==> config.mk <==
export PLATFORM = sky130hd
export DESIGN_NAME = vga_sync_gen_flat
export DESIGN_NICKNAME = d
export VERILOG_FILES = /design/src/rtl/vga_sync_gen_pkg.sv /design/src/rtl/vga_sync_gen_if.sv /design/src/rtl/vga_sync_gen_mod_counter.sv /design/src/rtl/vga_sync_gen.sv /design/src/flat_wrapper.sv
export SDC_FILE = /design/constraint.sdc
export NUM_CORES = 1
export LEC_CHECK = 0
export BUFFER_PORTS_ARGS = -buffer_cell sky130_fd_sc_hd__buf_2
export CAP_MARGIN = 25
export CORE_UTILIZATION = 39
export DETAILED_ROUTE_END_ITERATION = 16
export GPL_ROUTABILITY_DRIVEN = 0
export GPL_TIMING_DRIVEN = 0
export PLACE_DENSITY_LB_ADDON = 0.1
export SYNTH_ARGS = -nofsm -noshare
export SYNTH_HDL_FRONTEND = slang
export SYNTH_SLANG_ARGS = --single-unit
==> constraint.sdc <==
create_clock -name clk -period 2.99 [get_ports clk]
set_clock_uncertainty 0.1 [all_clocks]
set_input_delay 0.1495 -clock clk [delete_from_list [all_inputs] [get_ports clk]]
set_output_delay 0.1495 -clock clk [all_outputs]
set_load 0.05 [all_outputs]
==> src/rtl/vga_sync_gen_pkg.sv <==
// Shared timing constants, counter widths and the horizontal phase type for
// the 800x600 @ 72 Hz VGA timing generator.
package vga_timing_pkg;

  localparam int unsigned H_ACTIVE = 800;
  localparam int unsigned H_FP     = 56;
  localparam int unsigned H_SYNC_W = 120;
  localparam int unsigned H_BP     = 64;

  localparam int unsigned V_ACTIVE = 600;
  localparam int unsigned V_FP     = 37;
  localparam int unsigned V_SYNC_W = 6;
  localparam int unsigned V_BP     = 23;

  localparam int unsigned H_TOTAL = H_ACTIVE + H_FP + H_SYNC_W + H_BP;
  localparam int unsigned V_TOTAL = V_ACTIVE + V_FP + V_SYNC_W + V_BP;

  localparam int unsigned H_CNT_W = 11;
  localparam int unsigned V_CNT_W = 10;

  // Sync pulse widths carry a _W suffix so they do not clash with H_SYNC below.
  typedef enum logic [1:0] {
    H_ACT,
    H_FRONT,
    H_SYNC,
    H_BACK
  } h_phase_t;

endpackage

==> src/rtl/vga_sync_gen_if.sv <==
// Video timing bundle: enable goes into the generator, sync/qualifier/
// coordinate/strobe signals come out to the pixel pipeline.
interface vga_sync_gen_if;
  import vga_timing_pkg::*;

  logic               enable;
  logic               hsync;
  logic               vsync;
  logic               video_on;
  logic [H_CNT_W-1:0] pixel_x;
  logic [V_CNT_W-1:0] pixel_y;
  logic               line_end;
  logic               frame_start;

  modport master (
    input  enable,
    output hsync, vsync, video_on, pixel_x, pixel_y, line_end, frame_start
  );

  modport slave (
    output enable,
    input  hsync, vsync, video_on, pixel_x, pixel_y, line_end, frame_start
  );

endinterface

==> src/rtl/vga_sync_gen_mod_counter.sv <==
// Modulo counter 0..MAX with hold on en low; tc flags the terminal value so a
// cascaded counter can advance on the wrap.
module mod_counter #(
  parameter int unsigned     WIDTH = 8,
  parameter logic [WIDTH-1:0] MAX  = '1
) (
  input  logic             clk,
  input  logic             rst_n,
  input  logic             en,
  output logic [WIDTH-1:0] count,
  output logic             tc
);

  // NOTE: clocked state is written with <= so every flop samples pre-edge values.
  always_ff @(posedge clk or negedge rst_n) begin
    if (!rst_n) begin
      count <= '0;
    end else if (en) begin
      count <= (count == MAX) ? '0 : count + WIDTH'(1);
    end
  end

  assign tc = (count == MAX);

endmodule

==> src/rtl/vga_sync_gen.sv <==
// VGA sync generator: cascaded h/v counters, horizontal phase FSM and a single
// bank of output registers so every output carries the same one-cycle latency.
module vga_sync_gen
  import vga_timing_pkg::*;
#(
  parameter int unsigned HACT   = H_ACTIVE,
  parameter int unsigned HFP    = H_FP,
  parameter int unsigned HSW    = H_SYNC_W,
  parameter int unsigned HBP    = H_BP,
  parameter int unsigned VACT   = V_ACTIVE,
  parameter int unsigned VFP    = V_FP,
  parameter int unsigned VSW    = V_SYNC_W,
  parameter int unsigned VBP    = V_BP,
  parameter bit          HS_POL = 1'b1,
  parameter bit          VS_POL = 1'b1
) (
  input logic            clk,
  input logic            rst_n,
  vga_sync_gen_if.master vga
);

  localparam int unsigned HTOT = HACT + HFP + HSW + HBP;
  localparam int unsigned VTOT = VACT + VFP + VSW + VBP;

  // Last count of each horizontal phase; the FSM steps on equality only.
  localparam logic [H_CNT_W-1:0] H_ACT_END   = H_CNT_W'(HACT - 1);
  localparam logic [H_CNT_W-1:0] H_FRONT_END = H_CNT_W'(HACT + HFP - 1);
  localparam logic [H_CNT_W-1:0] H_SYNC_END  = H_CNT_W'(HACT + HFP + HSW - 1);
  localparam logic [H_CNT_W-1:0] H_LAST      = H_CNT_W'(HTOT - 1);

  localparam logic [V_CNT_W-1:0] V_ACT_N      = V_CNT_W'(VACT);
  localparam logic [V_CNT_W-1:0] V_SYNC_FIRST = V_CNT_W'(VACT + VFP);
  localparam logic [V_CNT_W-1:0] V_SYNC_LAST  = V_CNT_W'(VACT + VFP + VSW - 1);
  localparam logic [V_CNT_W-1:0] V_LAST       = V_CNT_W'(VTOT - 1);

  logic [H_CNT_W-1:0] h_cnt;
  logic [V_CNT_W-1:0] v_cnt;
  logic               h_tc;
  logic               unused_v_tc;
  logic               v_en;

  h_phase_t h_state, h_state_nxt;

  logic hsync_d, vsync_d, video_on_d, line_end_d, frame_start_d;

  mod_counter #(.WIDTH(H_CNT_W), .MAX(H_LAST)) u_h_cnt (
    .clk   (clk),
    .rst_n (rst_n),
    .en    (vga.enable),
    .count (h_cnt),
    .tc    (h_tc)
  );

  assign v_en = vga.enable & h_tc;

  mod_counter #(.WIDTH(V_CNT_W), .MAX(V_LAST)) u_v_cnt (
    .clk   (clk),
    .rst_n (rst_n),
    .en    (v_en),
    .count (v_cnt),
    .tc    (unused_v_tc)
  );

  // h_state always names the phase of the current h_cnt value, so both reset
  // together and advance on the same enabled edges.
  always_ff @(posedge clk or negedge rst_n) begin
    if (!rst_n) begin
      h_state <= H_ACT;
    end else if (vga.enable) begin
      h_state <= h_state_nxt;
    end
  end

  // NOTE: next-state gets a default first so no path leaves it unassigned (no latch).
  always_comb begin
    h_state_nxt = h_state;
    case (h_state)
      H_ACT:   if (h_cnt == H_ACT_END)   h_state_nxt = H_FRONT;
      H_FRONT: if (h_cnt == H_FRONT_END) h_state_nxt = H_SYNC;
      H_SYNC:  if (h_cnt == H_SYNC_END)  h_state_nxt = H_BACK;
      H_BACK:  if (h_cnt == H_LAST)      h_state_nxt = H_ACT;
      default: h_state_nxt = H_ACT;
    endcase
  end

  assign hsync_d       = (h_state == H_SYNC) ? HS_POL : ~HS_POL;
  assign vsync_d       = (v_cnt >= V_SYNC_FIRST && v_cnt <= V_SYNC_LAST) ? VS_POL : ~VS_POL;
  assign video_on_d    = (h_state == H_ACT) && (v_cnt < V_ACT_N);
  assign line_end_d    = h_tc;
  assign frame_start_d = (h_cnt == '0) && (v_cnt == '0);

  // Outputs hold while enable is low, including any strobe that is high.
  always_ff @(posedge clk or negedge rst_n) begin
    if (!rst_n) begin
      vga.hsync       <= ~HS_POL;
      vga.vsync       <= ~VS_POL;
      vga.video_on    <= 1'b0;
      vga.pixel_x     <= '0;
      vga.pixel_y     <= '0;
      vga.line_end    <= 1'b0;
      vga.frame_start <= 1'b0;
    end else if (vga.enable) begin
      vga.hsync       <= hsync_d;
      vga.vsync       <= vsync_d;
      vga.video_on    <= video_on_d;
      vga.pixel_x     <= h_cnt;
      vga.pixel_y     <= v_cnt;
      vga.line_end    <= line_end_d;
      vga.frame_start <= frame_start_d;
    end
  end

endmodule

==> src/flat_wrapper.sv <==
// flat-port wrapper written by rule: the top's interface ports become plain ports
module vga_sync_gen_flat import vga_timing_pkg::*;
#(
  parameter int unsigned HACT   = H_ACTIVE,
  parameter int unsigned HFP    = H_FP,
  parameter int unsigned HSW    = H_SYNC_W,
  parameter int unsigned HBP    = H_BP,
  parameter int unsigned VACT   = V_ACTIVE,
  parameter int unsigned VFP    = V_FP,
  parameter int unsigned VSW    = V_SYNC_W,
  parameter int unsigned VBP    = V_BP,
  parameter bit          HS_POL = 1'b1,
  parameter bit          VS_POL = 1'b1
)
  (clk, rst_n, vga_enable, vga_hsync, vga_vsync, vga_video_on, vga_pixel_x, vga_pixel_y, vga_line_end, vga_frame_start);
  vga_sync_gen_if vga_i ();
  input logic clk;
  input logic rst_n;
  input wire logic [$bits(vga_i.enable)-1:0] vga_enable;
  output wire logic [$bits(vga_i.hsync)-1:0] vga_hsync;
  output wire logic [$bits(vga_i.vsync)-1:0] vga_vsync;
  output wire logic [$bits(vga_i.video_on)-1:0] vga_video_on;
  output wire logic [$bits(vga_i.pixel_x)-1:0] vga_pixel_x;
  output wire logic [$bits(vga_i.pixel_y)-1:0] vga_pixel_y;
  output wire logic [$bits(vga_i.line_end)-1:0] vga_line_end;
  output wire logic [$bits(vga_i.frame_start)-1:0] vga_frame_start;
  assign vga_i.enable = vga_enable;
  assign vga_hsync = vga_i.hsync;
  assign vga_vsync = vga_i.vsync;
  assign vga_video_on = vga_i.video_on;
  assign vga_pixel_x = vga_i.pixel_x;
  assign vga_pixel_y = vga_i.pixel_y;
  assign vga_line_end = vga_i.line_end;
  assign vga_frame_start = vga_i.frame_start;
  vga_sync_gen #(.HACT(HACT), .HFP(HFP), .HSW(HSW), .HBP(HBP), .VACT(VACT), .VFP(VFP), .VSW(VSW), .VBP(VBP), .HS_POL(HS_POL), .VS_POL(VS_POL)) u_core (.clk(clk), .rst_n(rst_n), .vga(vga_i));
endmodule
; Yosys cells after proc, flatten, opt, wreduce, memory -nomap -nowiden
; Index checks and enable logic that the tools add are counted.
[totals]
in_bits = 3
out_inout_bits = 26
word_cells = 44
regBits = 49
[op_classes]
bitwise_logic = 1
add_sub_neg = 2
magnitude_cmp = 3
reduce_logical = 7
n_mux = 9
n_eq_ne = 12
[ops]
columns = operator, count
row1 = "11-bit by 10-bit equality test with 1-bit output, second input constant", 3
row2 = "11-bit by 1-bit adder with 11-bit output, second input constant", 1
row3 = "11-bit equality test, second input constant", 1
row4 = 11-bit logical NOT, 1
row5 = 11-bit 2-to-1 mux, 1
row6 = "10-bit by 1-bit adder with 10-bit output, second input constant", 1
row7 = "10-bit equality test, second input constant", 1
row8 = "10-bit >= comparator, second input constant", 1
row9 = "10-bit <= comparator, second input constant", 1
row10 = 10-bit logical NOT, 1
row11 = "10-bit less-than comparator, second input constant", 1
row12 = 10-bit 2-to-1 mux, 1
row13 = 2-bit 2-to-1 mux, 4
row14 = "2-bit by 1-bit != test with 1-bit output, second input constant", 4
row15 = 2-bit case mux with 4 select lines, 1
row16 = 5-bit AND reduction, 1
row17 = "2-bit equality test, second input constant", 2
row18 = 1-bit logical AND, 3
row19 = "2-bit by 1-bit equality test with 1-bit output, second input constant", 1
row20 = 2-bit logical NOT, 1
row21 = 1-bit 2-to-1 mux, 2
row22 = 1-bit bitwise AND, 1

; Depth between registers and ports, before layout
; Gate-level depths: netlist of the first run.
[depth]
depth_word = 3
depth_mapped = 6

; By module
; A second synthesis of the first run with hierarchy kept.
[hier_totals]
hier_cells = 212
hier_area_um2 = 2442.3
[modules_own_cells]
columns = module, area_each_um2, cells_each, n_inst
row1 = vga_sync_gen, 1322.5, 106, 1
row2 = mod_counter (u_core.u_h_cnt), 561.8, 53, 1
row3 = mod_counter (u_core.u_v_cnt), 558.0, 53, 1

; Worst setup path after synthesis of the first run
; No wires, ideal clock.
[synth_timing]
path_type = register to register
startpoint = register u_core.u_h_cnt.count[4]
endpoint = register u_core.h_state[1]
path_slack_ps = 1113
arrival_time_ps = 1650
t_required_ps = 2762
stages_incl_launch_ff = 6
cell_sequence = dfrtp_1 -> buf_6 -> nor4_4 -> nand4_2 -> a221oi_2 -> mux2_1
[synth_between]
elab_chain_cells = 3
[synth_rtl]
columns = element, line
row1 = "start, declared", vga_sync_gen_mod_counter.sv:10  ; output logic [WIDTH-1:0] count,
row2 = "start signal, assigned", vga_sync_gen_mod_counter.sv:19  ; count <= (count == MAX) ? '0 : count + WIDTH'(1);
row3 = 11-bit by 10-bit equality test with 1-bit output (tied with other cells), vga_sync_gen.sv:80  ; H_SYNC: if (h_cnt == H_SYNC_END) h_state_nxt = H_BACK;
row4 = 2-bit by 1-bit != test with 1-bit output (no source line), n/a
row5 = 5-bit AND reduction (no source line) *, n/a
row6 = "end signal, assigned", vga_sync_gen.sv:70  ; h_state <= h_state_nxt;
row7 = "end, declared", vga_sync_gen.sv:42  ; h_phase_t h_state, h_state_nxt;
; Every way passes the cells marked *; elsewhere a longest branch is shown, timed or not.
; A chain may end at the register's enable or synchronous reset.

; Worst setup path in the final report of the first run
[layout_timing]
startpoint = register u_core.u_h_cnt.count[2]
endpoint = register u_core.u_v_cnt.count[9]
[layout_between]
elab_chain_cells = 2
[layout_rtl]
columns = element, line
row1 = 11-bit equality test, vga_sync_gen_mod_counter.sv:23  ; assign tc = (count == MAX);
row2 = 1-bit bitwise AND, vga_sync_gen.sv:54  ; assign v_en = vga.enable & h_tc;
row3 = "end signal, assigned", vga_sync_gen_mod_counter.sv:19
row4 = "end, declared", vga_sync_gen_mod_counter.sv:10
; Every way passes these cells.

==> flow_summary_export.csv, run 1 <==
group,metric,value,unit
status,status,"finished, final reports clean",
sta,max_freq,0.4743,GHz
synthesis,synth-edff-count,0,
power,leakagePower,0.001346,uW
sta,hold_viol_final,0,
clock_tree,htree_levels,2,
floorplanning,die-area,0.006623,mm^2
global_route,grt_overflow_total,0,
synthesis,yosysSeqAreaShare,49.90,%
critical_path,end_kind,"register",
route,vias,1729,
sta,rsz0062_at_grt,"no",
route,wl_per_cell,14.53,um
finish,drive_above_1_share,24.32,%
clock_tree,ctsResizeCount,0,
route,drc_errors,0,
global_route,grt_pass1_vias,1549,
critical_path,worstPathRequired,3.13,ns
power,powerDensity,559.7,mW/mm^2
worst_hold_path,hold_class,"input pin to register",
critical_path,crit_type,"register to register",
synthesis,yosys.cell_types.count,42,
critical_path,worstSetupStartpointType,"register",
critical_path,arrival,2.25,ns
sta,tightest_slew,0.5685,ns
synthesis,synth_area_per_cell,11.12,um^2
synthesis,synth_seq_cells,49,
placed_design,hpwl,3430,um
sta,period_share,70.51,%
floorplanning,ioPinCount,29,
critical_path,path_cells,"clkbuf_1 -> and4_1 -> nand4_1 -> or3_1 -> nand3_1",
critical_path,cp_max_fo,10,
synthesis,ys.flop_type,"dfrtp_1",
global_route,grt_max_degree,36,
sta,finalWorstPathRequiredPeriod,2.108,ns
synthesis,synthCells,221,
finish,area_delta_synth_final,14.00,%
route,dr.pass1.iters,4,
placed_design,numPortBuffers,28,
floorplanning,start_util,41.02,%
route,ant_nets,0,
placed_design,placed_cell_area,0.002711,mm^2
finish,design_area,0.002801,mm^2
clock_tree,cts_setup_buffers,0,
global_route,grt_usage,16.52,%
sta,finalSetupViolations,0,
placed_design,pre_cts_slack,0.9305,ns
synthesis,synthesis.nets,235,
clock_tree,clk_path_buf_depth,2,
clock_tree,clkTransAtPathRegs,0.08,ns
global_route,antenna_found_initial,0,
critical_path,crit_path_top_delay_cell,"or3_1",
synthesis,ys_warn_count,0,
worst_hold_path,whs_path_depth,3,
synthesis,netlist_area,0.002457,mm^2
sta,max_slew_margin,62.10,%
finish,finish.net_count,272,
route,vias_per_cell,5.177,
clock_tree,cts_tree,"done",
global_route,grt_pass1_wl,8148,um
critical_path,critPathMaxStageDelay,0.47,ns
sta,slew_violations,0,
clock_tree,worstSkewPairLatency,0.30,ns
finish,antennaDiodeCount,0,
route,routed_wl,4853,um
floorplanning,core_area,0.005991,mm^2
power,vdd_drop_max,323.7,uV
clock_tree,root_buffer,"clkbuf_8",
power,p_total,1568,uW
run,drv_cap,0,
sta,totalNegativeSetupSlack,0,ns
floorplanning,die_w,81.38,um
sta,setup_ws,0.8816,ns
synthesis,async_flop_share,100.0,%
clock_tree,cts_buffers,5,
clock_tree,clkSinkCount,49,
route,drt_iter0_markers,83,
clock_tree,cts_hold_buf,1,
floorplanning,rows,28,
critical_path,reg2reg_depth,5,
floorplanning,die_y,81.38,um
-- per-layer routing --
layer / up-vias / share of wire, % / track usage, %
li1: 870 / - / -
met1: 817 / 56 / 26.01
met2: 35 / 38 / 21.50
met3: 7 / 3.8 / 3.820
met4: 0 / 1.5 / 5.357
met5: - / 0 / 0
-- cell type report --
cell class                      instances  area (um^2)
Sequential cell                        49         1226
Tap cell                               75        93.84
Multi-Input combinational cell        144         1114
Timing Repair Buffer                   30        170.2
Buffer                                 15        68.82
Inverter                               13        48.80
Fill cell                             561         3189
Clock buffer                            8        80.08
-- layout by cell type (no fill, tap or decap), types with 5 or more instances in the layout --
master,instances
mux2_2,21
nand3_1,16
dfrtp_1,49
xor2_1,6
clkbuf_1,11
o21ai_0,8
nor2_1,11
nand4_1,10
buf_2,31
clkbuf_8,5
inv_1,13
ha_1,11
and4_1,7
nand2_1,10
-- cells by family after synthesis --
group	after synthesis	share of synthesized area, %
AO/OA/AOI/OAI	26	7.078
XOR/XNOR	10	3.564
adder cells (fa/ha/maj)	11	5.601
buffers and inverters	28	4.786
flip-flops	49	49.90
multiplexers	25	11.30
AND/OR/NAND/NOR	72	17.77
-- sequential cells by signal, indices dropped and copies added (netlist names) --
name and count:
u_core.vga.line_end 1, u_core.vga.video_on 1, u_core.u_h_cnt.count 11, u_core.u_v_cnt.count 10, u_core.vga.frame_start 1, u_core.vga.pixel_y 10
u_core.vga.hsync 1, u_core.vga.vsync 1, u_core.h_state 2, u_core.vga.pixel_x 11
-- critical path, delay by kind of cell (launching register included) --
family,cells,cell delay [ns]
buffers and inverters,1,0.35
DFF,1,0.33
and+or+nand+nor,4,1.26
-- synthesized netlist by cell type, types with 2 or more instances --
cell	instances	area share [%]
dfrtp_1	49	50
clkbuf_1	8	1.2
nand3_1	16	3.3
nand4_1	10	2.5
mux2_2	21	9.6
buf_2	3	0.61
nand2_1	10	1.5
a21o_1	2	0.61
and4_1	7	2.5
o21ai_0	8	1.6
xor2_1	6	2.1
buf_1	2	0.31
a21oi_1	4	0.81
nor4b_1	3	1.1
inv_1	13	2.0
a31oi_1	3	0.76
o2111ai_1	2	0.71
nor3_1	2	0.41
mux2i_1	3	1.2
ha_1	11	5.6
xnor2_1	4	1.4
nor2_1	11	1.7
and3_1	4	1.0
-- where the power goes --
part	internal [uW]	switching (uW)	total [uW]
Sequential	729	30.9	760
Combinational	135	295	430
Clock	167	211	378
Total	1030	537	1570
-- final timing paths --
| check | endpoint | start | slack [ns] |
|---|---|---|---|
| max | u_core.u_v_cnt.count[9] | u_core.u_h_cnt.count[2] | 0.88 |
| max in group asynchronous | u_core.u_v_cnt.count[3] | rst_n | 2.10 |
| min reg2reg | u_core.vga.pixel_x[10] | u_core.vga.pixel_x[10] | 0.40 |
| min in group asynchronous | u_core.u_h_cnt.count[7] | rst_n | 0.18 |
| max reg2reg | u_core.u_v_cnt.count[9] | u_core.u_h_cnt.count[2] | 0.88 |
| min | u_core.h_state[0] | vga_enable | 0.15 |
-- through the flow --
stage          cells  util [%]  hold WS, ns
6_report         334     46.76       0.1529
2_1_floorplan    221         -      -0.2461
5_1_grt          334     46.76       0.1798
3_3_place_gp     324     44.92       0.3247
3_5_place_dp     325     45.26     -0.01322
4_1_cts          334     46.76       0.1411
No activity file was read; power rests on OpenSTA's default activity.
==> run 2: changes to the inputs <==
Clock period 2.99 ns to 1.7 ns, I/O delays scaled along.
==> run 2 against run 1 <==
- the run now ends with setup timing left
- die area unchanged
- final cell count increased by 4.2%
- sequential share of layout area down 3.9 points
- wire length up 10%
- non-clock buffer count rose by 14
- worst hold slack worse by 0.052 ns
- via count rose by 7.2%
- first-iteration DRC count is 27% lower
- fmax is 9.3% higher
- critical path type unchanged
==> flow_summary_export.csv, run 2 (synthesized netlist as in run 1, its figures left out) <==
group,metric,value,unit
sta,setup_ws,-0.2297,ns
finish,final_cells,348,
placed_design,dp.cells,325,
clock_tree,clk_path_buf_depth,2,
route,drt_iter0_markers,61,
placed_design,numPortBuffers,28,
power,vdd_drop_max,697.3,uV
finish,reg.largest.list,"u_core.u_h_cnt.count (11), u_core.vga.pixel_x (11)",
sta,finalWorstPathRequiredPeriod,1.930,ns
clock_tree,clkSinkCount,49,
floorplanning,die_y,81.38,um
sta,period_share,113.5,%
critical_path,worstPathRequired,1.78,ns
status,violations,"setup timing",
route,dr.pass1.iters,4,
placed_design,hpwl,3600,um
global_route,antenna_found_initial,0,
global_route,grt_pass1_wl,8838,um
floorplanning,rows,28,
floorplanning,ioPinCount,29,
route,ant_nets,0,
sta,max_slew_margin,61.67,%
floorplanning,start_util,41.02,%
finish,fin_util,51.50,%
sta,rsz0062_at_grt,"yes",
clock_tree,root_buffer,"clkbuf_8",
sta,finalSetupViolations,12,
clock_tree,cts_buffers,5,
floorplanning,core_area,0.005991,mm^2
sta,slew_violations,0,
finish,drive_above_1_share,41.03,%
sta,hold_viol_final,0,
critical_path,cp_max_fo,3,
route,vias_per_cell,5.325,
placed_design,placed_cell_area,0.002715,mm^2
clock_tree,clkTransAtPathRegs,0.08,ns
clock_tree,cts_tree,"done",
global_route,grt_max_degree,30,
clock_tree,htree_levels,2,
global_route,grt_overflow_total,0,
sta,max_freq,0.5182,GHz
critical_path,arrival,2.01,ns
clock_tree,worstSkewPairLatency,0.29,ns
route,wl_per_cell,15.35,um
finish,area_delta_synth_final,25.56,%
power,powerDensity,945.2,mW/mm^2
floorplanning,die-area,0.006623,mm^2
run,drv_cap,0,
power,leakagePower,0.001455,uW
finish,antennaDiodeCount,0,
finish,mostFrequentLayoutCells,"dfrtp_1, buf_2, mux2_2, inv_1",
finish,fill_cells,573,
floorplanning,die_w,81.38,um
finish,multiInputGateArea,0.001239,mm^2
finish,final_common_cell,"dfrtp_1",
finish,design_area,0.003085,mm^2
finish,ff_latch_area,0.001230,mm^2
route,routed_wl,5341,um
critical_path,worstSetupStartpointType,"register",
finish,finish.net_count,286,
global_route,grt_usage,17.94,%
critical_path,crit_type,"register to register",
global_route,grt_pass1_vias,1776,
route,drc_errors,0,
critical_path,end_kind,"register",
route,vias,1853,
status,status,"finished with violations",
sta,tightest_slew,0.5750,ns
worst_hold_path,hold_class,"input pin to register",
==> run 2: cell count changes in the layout (fill, tap and decap cells not counted), sizes merged <==
cell / delta
buf: +18
clkbuf: -4
==> run 2: what timing repair did <==
item	in CTS	in global routing
setup endpoints to repair	12	17
hold endpoints to repair	20	0
buffers inserted	15	3
hold buffers	1	0
resized for setup	25	25
pin swaps	12	6
==> run 2: stage by stage <==
step,total power [uW],setup slack (ns),hold slack [ns],setup TNS [ns]
floorplan,1918,-0.1349,-0.3106,-0.1349
global placement,2096,-0.3888,0.2676,-3.127
detailed placement,2108,-0.3850,-0.01802,-3.089
CTS,2881,-0.2424,0.08893,-0.8980
global route,3081,-0.3335,0.1166,-3.327
finish,2917,-0.2297,0.1013,-1.552
==> run 2: metal layers <==
layer  vias to the layer above  share of wire, %  GRT usage [%]
met5                         -                 0              0
met4                         0               1.4          6.429
met3                         8               3.1          3.034
met2                        31                44          26.92
met1                       918                52          25.76
li1                        896                 -              -
==> run 2: path summary, 6_finish.rpt <==
kind,start,to,slack (ns),cells past startpoint
min in group asynchronous,rst_n,u_core.h_state[0],0.19,2
setup reg to reg,u_core.h_state[1],u_core.h_state[1],-0.23,6
hold / removal,vga_enable,u_core.h_state[0],0.10,3
max in group asynchronous,rst_n,u_core.u_h_cnt.count[4],0.78,3
setup / recovery,u_core.h_state[1],u_core.h_state[1],-0.23,6
hold reg to reg,u_core.vga.pixel_y[6],u_core.vga.pixel_y[6],0.41,1
==> run 2: layout make-up <==
| cell class | count | area share [%] |
|---|---|---|
| tap | 75 | 3.041 |
| buffer | 11 | 1.906 |
| timing repair buffer | 48 | 10.87 |
| multi-input combinational | 144 | 40.15 |
| inverter | 13 | 1.582 |
| clock buffer | 8 | 2.595 |
| sequential | 49 | 39.86 |
==> run 2: where the power goes <==
group	leakage, uW	total (uW)	internal [uW]	switching (uW)
logic	0.000801	853	353	501
clock network	0.0000395	648	293	355
registers	0.000615	1420	1280	131
==> run 2: critical path: stages, from the launching register on <==
cell	delay, ns
dfrtp_1	0.40
inv_2	0.07
ha_4	0.17
nor4bb_2	0.25
o2111ai_1	0.16
a221oi_2	0.31
mux2_1	0.35
==> run 3: changes to the inputs <==
Settings changed: BUFFER_PORTS_ARGS -buffer_cell sky130_fd_sc_hd__buf_2 to unset, CELL_PAD_IN_SITES_DETAIL_PLACEMENT set to 1, CELL_PAD_IN_SITES_GLOBAL_PLACEMENT set to 2, CORE_UTILIZATION 39 to 37, DONT_BUFFER_PORTS set to 1, SLEW_MARGIN set to 30.
==> run 3 against run 2 <==
- the run still ends with setup timing left
- highest routed layer unchanged
- worst setup slack got worse by 0.046 ns
- non-clock buffer count is 23 lower
- sequential share of layout area grew 0.76 points
- combinational power is 37% lower
- fmax fell by 2.3%
- via count fell by 1.7%
- die area increased by 5.3%
- clock-buffer cell count fell by 2
- largest power group unchanged
==> flow_summary_export.csv, run 3 (synthesized netlist as in run 1, its figures left out) <==
group,metric,value,unit
clock_tree,clkTransAtPathRegs,0.09,ns
finish,final_common_cell,"dfrtp_1",
sta,rsz0062_at_grt,"yes",
finish,mostFrequentLayoutCells,"dfrtp_1, mux2_2, buf_4, inv_1, nand3_1",
worst_hold_path,hold_class,"input pin to register",
finish,antennaDiodeCount,0,
sta,setup_ws,-0.2756,ns
global_route,grt_max_degree,50,
floorplanning,ioPinCount,29,
run,drv_cap,0,
global_route,grt_pass1_wl,10360,um
placed_design,numPortBuffers,0,
route,drc_errors,0,
sta,period_share,116.2,%
clock_tree,root_buffer,"clkbuf_8",
critical_path,arrival,2.06,ns
global_route,grt_pass1_vias,2022,
clock_tree,clkSinkCount,49,
global_route,grt_usage,18.64,%
power,powerDensity,953.8,mW/mm^2
clock_tree,cts_buffers,5,
route,vias,1822,
clock_tree,cts_tree,"done",
sta,finalWorstPathRequiredPeriod,1.976,ns
route,vias_per_cell,5.572,
placed_design,placed_cell_area,0.002557,mm^2
global_route,antenna_found_initial,0,
floorplanning,start_util,38.48,%
finish,reg.largest.list,"u_core.u_h_cnt.count (11), u_core.vga.pixel_x (11)",
clock_tree,clk_path_buf_depth,2,
critical_path,cp_max_fo,4,
critical_path,worstSetupStartpointType,"register",
route,wl_per_cell,18.59,um
clock_tree,worstSkewPairLatency,0.30,ns
sta,max_slew_margin,59.21,%
finish,finish.net_count,263,
critical_path,end_kind,"register",
route,drt_iter0_markers,47,
sta,tightest_slew,0.6118,ns
sta,finalSetupViolations,12,
finish,fin_util,47.51,%
finish,drive_above_1_share,36.00,%
sta,hold_viol_final,0,
status,violations,"setup timing",
floorplanning,die-area,0.006971,mm^2
power,vdd_drop_max,700.1,uV
critical_path,worstPathRequired,1.79,ns
critical_path,crit_type,"register to register",
global_route,grt_overflow_total,0,
finish,area_delta_synth_final,23.47,%
floorplanning,core_area,0.006386,mm^2
status,status,"finished with violations",
sta,slew_violations,0,
clock_tree,htree_levels,2,
finish,design_area,0.003034,mm^2
route,ant_nets,0,
sta,max_freq,0.5062,GHz
placed_design,hpwl,3913,um
route,dr.pass1.iters,4,
floorplanning,rows,29,
floorplanning,die_y,83.50,um
floorplanning,die_w,83.50,um
power,leakagePower,0.001383,uW
route,routed_wl,6079,um
-- run 3: changes by cell type in the layout (fill, tap and decap cells not counted), moves of 3 or more --
cell      previous run  this run
buf_4               10        18
buf_2               31         3
clkbuf_1             6         2
nand3_2              6         3
-- run 3: power by group --
group	total, uW	internal [uW]	switching [uW]	leakage [uW]
clock network	726	330	395	0.0000512
logic	537	273	265	0.000718
registers	1630	1280	353	0.000614
total	2890	1880	1010	0.00138
-- run 3: what timing repair did --
item,CTS,global route
setup endpoints to repair,16,15
gates resized for setup,18,32
buffers inserted,17,6
pin swaps,10,6
hold buffers,3,0
endpoints found under the hold margin,50,0
-- run 3: final timing paths --
path / cells after the start / end / start / slack (ns)
worst min register to register: 1 / u_core.u_v_cnt.count[8] / u_core.u_v_cnt.count[8] / 0.45
worst min-delay path: 3 / u_core.h_state[1] / vga_enable / 0.04
min in group asynchronous: 2 / u_core.u_h_cnt.count[2] / rst_n / 0.20
worst max-delay path: 6 / u_core.h_state[1] / u_core.h_state[1] / -0.28
max in group asynchronous: 2 / u_core.u_h_cnt.count[8] / rst_n / 1.06
worst max register to register: 6 / u_core.h_state[1] / u_core.h_state[1] / -0.28
-- run 3: layer usage --
metal	GRT usage, %	up-vias	routed length (um)
met4	4.622	0	53
li1	-	844	-
met2	29.73	36	2915
met1	25.97	938	2872
met3	3.956	4	236
met5	0	-	0
-- run 3: cell type report --
type	instances	area [um^2]
buffer	11	68.82
sequential	49	1232
timing repair buffer	25	231.5
clock inverter	2	13.76
tap	77	96.34
inverter	13	48.80
clock buffer	6	82.58
fill	683	3352
multi-input combinational	144	1260
-- run 3: through the flow --
stage                     hold slack, ns  std cells  setup WS, ns  setup TNS [ns]  power (uW)
after CTS                        0.07484        322       -0.2318         -0.3162        2869
after global placement           -0.3089        298       -0.4342          -3.081        2024
after detailed placement         -0.3092        298       -0.4641          -3.296        2042
final                            0.04219        327       -0.2756         -0.9574        2894
after global routing             0.05136        327       -0.3861          -2.034        3054
after floorplan                  -0.3106        221       -0.1349         -0.1349        1918
-- run 3: worst max-delay path, cell delays in order, from the launching register on --
cell,delay [ns]
dfrtp_1,0.42
inv_2,0.07
ha_4,0.17
nor4bb_4,0.28
o2111ai_2,0.16
a221oi_2,0.30
mux2_1,0.36
